## src/rtl/ex_seq_pkg.sv

```systemverilog
// Shared op codes and widths for the EX-stage sequencer.
package ex_seq_pkg;

  localparam int unsigned DW_DEF  = 32;
  localparam int unsigned AW_DEF  = 5;
  localparam int unsigned OPW_DEF = 8;
  localparam int unsigned FW_DEF  = 3;

  localparam logic [7:0] EXE_ORI = 8'h13;
  localparam logic [7:0] EXE_OR  = 8'h33;

  localparam logic [2:0] FUN_ADD  = 3'b000;
  localparam logic [2:0] FUN_SLLI = 3'b001;
  localparam logic [2:0] FUN_SLL  = 3'b001;
  localparam logic [2:0] FUN_SRLI = 3'b101;
  localparam logic [2:0] FUN_SRL  = 3'b101;
  localparam logic [2:0] FUN_OR   = 3'b110;
  localparam logic [2:0] FUN_ORI  = 3'b110;

  // imm bit that selects arithmetic right shift / subtract
  localparam int unsigned IMM_ARITH_BIT = 10;

endpackage

```

## src/rtl/ex_shift_iter.sv

```systemverilog
// Iterative 1-bit/cycle shifter: accumulator, remaining count and latched direction/fill.
module ex_shift_iter
  import ex_seq_pkg::*;
#(
  parameter int unsigned DW = DW_DEF
) (
  input  logic                   clk,
  input  logic                   rst_n,
  input  logic                   load_i,
  input  logic                   clear_i,
  input  logic                   step_i,
  input  logic [DW-1:0]          val_i,
  input  logic [$clog2(DW)-1:0]  cnt_i,
  input  logic                   right_i,
  input  logic                   arith_i,
  output logic [DW-1:0]          acc_o,
  output logic                   last_o
);

  localparam int unsigned CW = $clog2(DW);

  logic [DW-1:0] acc_q, acc_d;
  logic [CW-1:0] cnt_q, cnt_d;
  logic          right_q, right_d;
  logic          arith_q, arith_d;

  always_comb begin
    acc_d   = acc_q;
    cnt_d   = cnt_q;
    right_d = right_q;
    arith_d = arith_q;
    if (clear_i) begin
      acc_d   = '0;
      cnt_d   = '0;
      right_d = 1'b0;
      arith_d = 1'b0;
    end else if (load_i) begin
      acc_d   = val_i;
      cnt_d   = cnt_i;
      right_d = right_i;
      arith_d = arith_i;
    end else if (step_i && (cnt_q != '0)) begin
      acc_d = right_q ? {arith_q & acc_q[DW-1], acc_q[DW-1:1]}
                      : {acc_q[DW-2:0], 1'b0};
      cnt_d = cnt_q - CW'(1);
    end
  end

  always_ff @(posedge clk or negedge rst_n) begin
    if (!rst_n) begin
      acc_q   <= '0;
      cnt_q   <= '0;
      right_q <= 1'b0;
      arith_q <= 1'b0;
    end else begin
      acc_q   <= acc_d;
      cnt_q   <= cnt_d;
      right_q <= right_d;
      arith_q <= arith_d;
    end
  end

  assign acc_o  = acc_q;
  assign last_o = (cnt_q == CW'(1));

endmodule

```

## src/rtl/ex_seq.sv

```systemverilog
// EX-stage sequencer: operand register feeding the external ALU, iterative
// shifts, and an EX/MEM output register with backpressure and flush.
module ex_seq
  import ex_seq_pkg::*;
#(
  parameter int unsigned DW  = DW_DEF,
  parameter int unsigned AW  = AW_DEF,
  parameter int unsigned OPW = OPW_DEF,
  parameter int unsigned FW  = FW_DEF
) (
  input  logic           clk,
  input  logic           rst,
  input  logic           id_valid_i,
  output logic           id_ready_o,
  input  logic [OPW-1:0] aluop_i,
  input  logic [FW-1:0]  alufun_i,
  input  logic [DW-1:0]  reg1_i,
  input  logic [DW-1:0]  reg2_i,
  input  logic [DW-1:0]  imm_i,
  input  logic [AW-1:0]  wd_i,
  input  logic           wreg_i,
  input  logic           flush_i,
  output logic [OPW-1:0] alu_aluop_o,
  output logic [FW-1:0]  alu_alufun_o,
  output logic [DW-1:0]  alu_reg1_o,
  output logic [DW-1:0]  alu_reg2_o,
  output logic [DW-1:0]  alu_imm_o,
  output logic [AW-1:0]  alu_wd_o,
  output logic           alu_wreg_o,
  input  logic [DW-1:0]  alu_wdata_i,
  output logic           mem_valid_o,
  input  logic           mem_ready_i,
  output logic [AW-1:0]  wd_o,
  output logic           wreg_o,
  output logic [DW-1:0]  wdata_o,
  output logic           busy_o
);

  localparam int unsigned CW = $clog2(DW);

  typedef enum logic [1:0] {IDLE, EXEC, SHIFT} state_e;

  state_e         state_q, state_d;
  logic [OPW-1:0] aluop_q, aluop_d;
  logic [FW-1:0]  alufun_q, alufun_d;
  logic [DW-1:0]  reg1_q, reg1_d;
  logic [DW-1:0]  reg2_q, reg2_d;
  logic [DW-1:0]  imm_q, imm_d;
  logic [AW-1:0]  wd_q, wd_d;
  logic           wreg_q, wreg_d;
  logic           from_shift_q, from_shift_d;
  logic           mem_valid_q, mem_valid_d;
  logic [AW-1:0]  wd_out_q, wd_out_d;
  logic           wreg_out_q, wreg_out_d;
  logic [DW-1:0]  wdata_out_q, wdata_out_d;

  logic           out_free, id_ready, accept, capture;
  logic           op_load, op_clear, sh_load, sh_clear, sh_step, sh_last;
  logic           dec_shift, dec_right;
  logic [CW-1:0]  dec_shamt;
  logic [DW-1:0]  sh_acc, result;

  always_comb begin
    dec_shift = 1'b0;
    dec_right = 1'b0;
    dec_shamt = '0;
    if (aluop_i == OPW'(EXE_ORI) &&
        (alufun_i == FW'(FUN_SLLI) || alufun_i == FW'(FUN_SRLI))) begin
      dec_shift = 1'b1;
      dec_right = (alufun_i == FW'(FUN_SRLI));
      dec_shamt = imm_i[CW-1:0];
    end else if (aluop_i == OPW'(EXE_OR) &&
                 (alufun_i == FW'(FUN_SLL) || alufun_i == FW'(FUN_SRL))) begin
      dec_shift = 1'b1;
      dec_right = (alufun_i == FW'(FUN_SRL));
      dec_shamt = reg2_i[CW-1:0];
    end
  end

  ex_shift_iter #(.DW(DW)) u_shift (
    .clk     (clk),
    .rst_n   (rst),
    .load_i  (sh_load),
    .clear_i (sh_clear),
    .step_i  (sh_step),
    .val_i   (reg1_i),
    .cnt_i   (dec_shamt),
    .right_i (dec_right),
    .arith_i (imm_i[IMM_ARITH_BIT]),
    .acc_o   (sh_acc),
    .last_o  (sh_last)
  );

  assign out_free = !mem_valid_q || mem_ready_i;
  assign result   = from_shift_q ? sh_acc : alu_wdata_i;

  // flush overrides the per-state decisions; accept is resolved after so a
  // flushed cycle can never load a new op.
  always_comb begin
    state_d      = state_q;
    from_shift_d = from_shift_q;
    id_ready     = 1'b0;
    capture      = 1'b0;
    accept       = 1'b0;
    op_load      = 1'b0;
    op_clear     = 1'b0;
    sh_load      = 1'b0;
    sh_clear     = 1'b0;
    sh_step      = 1'b0;
    unique case (state_q)
      IDLE: id_ready = 1'b1;
      EXEC: begin
        id_ready = out_free;
        capture  = out_free;
      end
      SHIFT: begin
        sh_step = 1'b1;
        if (sh_last) begin
          state_d      = EXEC;
          from_shift_d = 1'b1;
        end
      end
      default: state_d = IDLE;
    endcase
    if (flush_i) begin
      id_ready     = 1'b0;
      capture      = 1'b0;
      sh_step      = 1'b0;
      sh_clear     = 1'b1;
      op_clear     = 1'b1;
      from_shift_d = 1'b0;
      state_d      = IDLE;
    end
    accept = id_valid_i && id_ready;
    if (accept) begin
      op_load      = 1'b1;
      from_shift_d = 1'b0;
      if (dec_shift && (dec_shamt != '0)) begin
        sh_load = 1'b1;
        state_d = SHIFT;
      end else begin
        state_d = EXEC;
      end
    end else if (capture) begin
      op_clear     = 1'b1;
      from_shift_d = 1'b0;
      state_d      = IDLE;
    end
  end

  always_comb begin
    aluop_d  = aluop_q;
    alufun_d = alufun_q;
    reg1_d   = reg1_q;
    reg2_d   = reg2_q;
    imm_d    = imm_q;
    wd_d     = wd_q;
    wreg_d   = wreg_q;
    if (op_load) begin
      aluop_d  = aluop_i;
      alufun_d = alufun_i;
      reg1_d   = reg1_i;
      reg2_d   = reg2_i;
      imm_d    = imm_i;
      wd_d     = wd_i;
      wreg_d   = wreg_i;
    end else if (op_clear) begin
      aluop_d  = '0;
      alufun_d = '0;
      reg1_d   = '0;
      reg2_d   = '0;
      imm_d    = '0;
      wd_d     = '0;
      wreg_d   = 1'b0;
    end
  end

  always_comb begin
    mem_valid_d = mem_valid_q;
    wd_out_d    = wd_out_q;
    wreg_out_d  = wreg_out_q;
    wdata_out_d = wdata_out_q;
    if (capture) begin
      mem_valid_d = 1'b1;
      wd_out_d    = wd_q;
      wreg_out_d  = wreg_q;
      wdata_out_d = result;
    end else if (mem_ready_i) begin
      mem_valid_d = 1'b0;
    end
  end

  always_ff @(posedge clk or negedge rst) begin
    if (!rst) begin
      state_q      <= IDLE;
      aluop_q      <= '0;
      alufun_q     <= '0;
      reg1_q       <= '0;
      reg2_q       <= '0;
      imm_q        <= '0;
      wd_q         <= '0;
      wreg_q       <= 1'b0;
      from_shift_q <= 1'b0;
      mem_valid_q  <= 1'b0;
      wd_out_q     <= '0;
      wreg_out_q   <= 1'b0;
      wdata_out_q  <= '0;
    end else begin
      state_q      <= state_d;
      aluop_q      <= aluop_d;
      alufun_q     <= alufun_d;
      reg1_q       <= reg1_d;
      reg2_q       <= reg2_d;
      imm_q        <= imm_d;
      wd_q         <= wd_d;
      wreg_q       <= wreg_d;
      from_shift_q <= from_shift_d;
      mem_valid_q  <= mem_valid_d;
      wd_out_q     <= wd_out_d;
      wreg_out_q   <= wreg_out_d;
      wdata_out_q  <= wdata_out_d;
    end
  end

  assign id_ready_o   = id_ready && rst;
  assign busy_o       = (state_q != IDLE);
  assign alu_aluop_o  = aluop_q;
  assign alu_alufun_o = alufun_q;
  assign alu_reg1_o   = reg1_q;
  assign alu_reg2_o   = reg2_q;
  assign alu_imm_o    = imm_q;
  assign alu_wd_o     = wd_q;
  assign alu_wreg_o   = wreg_q;
  assign mem_valid_o  = mem_valid_q;
  assign wd_o         = wd_out_q;
  assign wreg_o       = wreg_out_q;
  assign wdata_o      = wdata_out_q;

endmodule

```

## config.mk

```make
export PLATFORM = sky130hd
export DESIGN_NAME = ex_seq
export DESIGN_NICKNAME = d
export VERILOG_FILES = /design/src/rtl/ex_seq_pkg.sv /design/src/rtl/ex_shift_iter.sv /design/src/rtl/ex_seq.sv
export SDC_FILE = /design/constraint.sdc
export NUM_CORES = 1
export LEC_CHECK = 0
export ABC_AREA = 1
export CAP_MARGIN = 20
export CORE_MARGIN = 1.5
export CORE_UTILIZATION = 45
export CTS_BUF_LIST = sky130_fd_sc_hd__clkbuf_16
export DETAILED_ROUTE_END_ITERATION = 16
export PLACE_DENSITY = 0.89
export SYNTH_ARGS = -nofsm -noshare
export SYNTH_HDL_FRONTEND = slang
export SYNTH_SLANG_ARGS = --single-unit
```

## constraint.sdc

```tcl
create_clock -name clk -period 2.35 [get_ports clk]
set_clock_uncertainty 0.05 [all_clocks]
set_input_delay 0.3525 -clock clk [delete_from_list [all_inputs] [get_ports clk]]
set_output_delay 0.3525 -clock clk [all_outputs]
set_load 0.02 [all_outputs]
```

==> results_dict.tcl <==
set metrics [dict create \
    grt_first_pass_wirelength_mm 42.1 \
    drive_above_1_share_pct 7.57 \
    ant_nets 0 \
    finalHoldViolations 0 \
    relSlewSlack_pct 38.8 \
    worst_slew_pin_slew_ns 0.918 \
    syn_nets 1139 \
    setup_viol_count_final 0 \
    grt_usage_pct 26.5 \
    crit_slowest_cell "dfrtp_1" \
    yosysSeqAreaShare_pct 55.1 \
    syn-cell-area_sq_um 8800 \
    grt_setup_unrepaired "no" \
    cp_max_fo 4 \
    fp.dieArea_sq_um 20400 \
    vias_per_cell 5.34 \
    core_sq_um 19000 \
    clock_path_buffers 2 \
    ff_latch_area_sq_um 4860 \
    yosysWarnings 0 \
    portBuffers 303 \
    synthCells 986 \
    clockPowerShare_pct 33.4 \
    r2r_cells 10 \
    crit_buf_inv 3 \
    crit_family "simple AND/OR/NAND/NOR gates" \
    clkSinkCount 194 \
    r2r-end "alu_imm_o[11]" \
    maxCapViolations 0 \
    placed_cells 1522 \
    path_clk_slew_ns 0.07 \
    synth.top_cell.area_share_pct 55.1 \
    drt_wl_total_mm 26.7 \
    p_comb_share_pct 23.1 \
    regToRegSetupSlack_ns 0.32 \
    synthAdderAreaFrac_pct 0.426 \
    numCtsBuffers 17 \
    syn_to_final_growth_pct 46.7 \
    hp-class "in2reg" \
    vias 8313 \
    cp-end-kind "output pin" \
    syn_area_per_cell_sq_um 8.93 \
    cts_tree "done" \
    initial_core_util_pct 46.4 \
    reg2reg_from "state_q[0]" \
    std_cell_rows 50 \
    grt_pass1_vias 8056 \
    remaining_drc_errors 0 \
    worst_setup_path_start_kind "register" \
    yosys.area_share.simple_pct 20.9 \
    grt_max_degree 160 \
    synth_top_area_cell "dfrtp_1" \
    period_needed_ns 2.17 \
    post-route-period-util_pct 92.5 \
    drt-pass1-iter-count 5 \
    mostFrequentLayoutCell "clkdlybuf4s50_1" \
    power.switching_w 0.00261 \
    num-fill-cells 1457 \
    final_cell_mix "301 x clkdlybuf4s50_1, 297 x nand2_1, 192 x dfrtp_1, 121 x o21ai_0, 97 x a22o_1" \
    p_sw_share_pct 29.3 \
    final_cells 1556 \
    startpoint "state_q[0]" \
    fp.dieW_um 143 \
    required_ns 1.95 \
    insertion_delay_ns 0.44 \
    final_max_slew_viol_count 0 \
    htreeDepth 4 \
    outcome "finished, final reports clean" \
    ys_top_cells_by_area "dfrtp_1 55%, nand2_1 13%, a22o_1 9.7%" \
    slowest_delay_ns 0.41 \
    routabilityCongestion 0.875 \
    synth_compound_area_share_pct 16.8 \
    worstPathArrival_ns 1.77 \
    ys_seq_elements 194 \
    root_buffer "clkbuf_16" \
    power.internal_w 0.00630 \
    gr-total-overflow 0 \
    routedWlPerCell_um 17.2 \
    worst-setup-path-type "reg2out" \
    cp.depth 7 \
    drt-initial-drc-count 811 \
    synth_mux_area_share_pct 0 \
    path_cells "inv_2, nor3_2, inv_2, nand2_1, nand2_1, nor2_1, dlygate4sd2_1" \
    leakage_nw 5.92 \
    totalPowerFinal_w 0.00891 \
    seq_power_share_pct 43.5 \
    endpoint "id_ready_o" \
    ir_worst_vdd_mv 0.539 \
    grt_antenna_before_repair 1 \
    fin_nets 1435 \
    synth_top_family_by_area "simple AND/OR/NAND/NOR gates" \
    io_pins 304 \
    die_y_um 143 \
    hpwl_mm 19.1 \
    power_density_nw_per_um2 690 \
    yosys.area_share.xor_xnor_pct 0.298 \
    synth_cell_types 25 \
    max_freq_ghz 0.460 \
    multi_input_area_sq_um 3380 \
]
## power groups by stage
| stage | clock [W] | combinational, W | sequential (W) |
|---|---|---|---|
| after floorplan | 0 | 0.000433 | 0.00433 |
| after global placement | 0 | 0.00203 | 0.00392 |
| after detailed placement | 0 | 0.00207 | 0.00392 |
| after CTS | 0.00303 | 0.00208 | 0.00387 |
| after global routing | 0.00318 | 0.00220 | 0.00391 |
| final | 0.00298 | 0.00206 | 0.00387 |
## worst min path at each step
stage	slack (ns)	depth (start not counted)	to	startpoint
final	0.43	3	alu_wd_o[1]	wd_i[1]
after global routing	0.44	3	alu_wd_o[1]	wd_i[1]
after CTS	0.43	3	alu_wd_o[1]	wd_i[1]
after detailed placement	0.42	2	alu_wd_o[1]	rst
after global placement	0.41	2	wd_o[1]	rst
after floorplan	0.007	0	alu_alufun_o[0]	rst
## final cells by class
cell class              instances  area share, %
clock buffers                  17           3.29
diodes                          1         0.0194
inverters                      68           2.00
multi-input cells             652           26.2
repair buffers                349           27.0
well taps                     260           2.52
clock inverters                15           1.38
flip-flops and latches        194           37.6
## per-layer routing
metal / up-vias / global-route usage, % / part of all wire [%]
li1: 3942 / - / -
met1: 3966 / 35.5 / 42
met2: 367 / 41.7 / 47
met3: 38 / 7.71 / 8.2
met4: 0 / 8.19 / 2.0
met5: - / 0 / 0
## cells by family (layout without fill, tap and decap cells)
family | count (synthesis) | in the layout
AO/OA/AOI/OAI | 220 | 220
XOR/XNOR | 3 | 3
adder cells (fa/ha/maj) | 3 | 3
buffers and inverters | 140 | 449
flip-flops | 194 | 194
other | 0 | 1
AND/OR/NAND/NOR | 426 | 426
## worst reg2reg max path, delay by kind of cell, from the launching register on
kind | cells | cell delay, ns
simple gates | 4 | 0.53
flops | 1 | 0.41
compound gates | 1 | 0.27
buf+inv | 5 | 0.66
## repair_timing
item	4_1_cts	5_1_grt
setup endpoints to repair	1	0
resized for setup	1	0
hold buffers	1	0
buffers inserted	0	0
hold endpoints to repair	35	0
## Yosys cell counts
cell and count:
nand2_1 297, dfrtp_1 194, o21ai_0 121, a22o_1 97, inv_1 62, nand3_1 54
nand4_1 47, clkbuf_1 40, buf_2 22, nor2_1 16, buf_1 7, inv_2 6
buf_4 3, ha_1 3, xor2_1 3, nand2_2 2, nand3_2 2, nor2_4 2
nor3_1 2, a21oi_1 1, a21oi_4 1, nand3b_1 1, nor2_2 1, nor3_2 1
nor3_4 1
## per-stage QoR
stage / worst slack (ns) / area, sq um / setup TNS [ns] / utilization, % / hold slack [ns]
global route: 0.0537 / 12900 / 0 / 68.1 / 0.439
CTS: 0.179 / 12900 / 0 / 68.1 / 0.428
global placement: -0.0444 / 12300 / -0.810 / 64.9 / 0.409
detailed placement: -0.113 / 12300 / -5.90 / 64.9 / 0.420
finish: 0.176 / 12900 / 0 / 68.1 / 0.430
floorplan: 0.407 / 8800 / 0 / - / 0.00691
## sequential cells by signal, indices dropped and copies added, names as in the netlist
signal / flops
alu_aluop_o: 8
wreg_o: 1
alu_wreg_o: 1
alu_wd_o: 5
state_q: 2
u_shift.right_q: 1
wdata_o: 32
mem_valid_o: 1
u_shift.arith_q: 1
u_shift.acc_o: 32
u_shift.cnt_q: 5
alu_reg2_o: 32
alu_reg1_o: 32
wd_o: 5
alu_imm_o: 32
from_shift_q: 1
alu_alufun_o: 3
(Power assumes the default switching activity.)
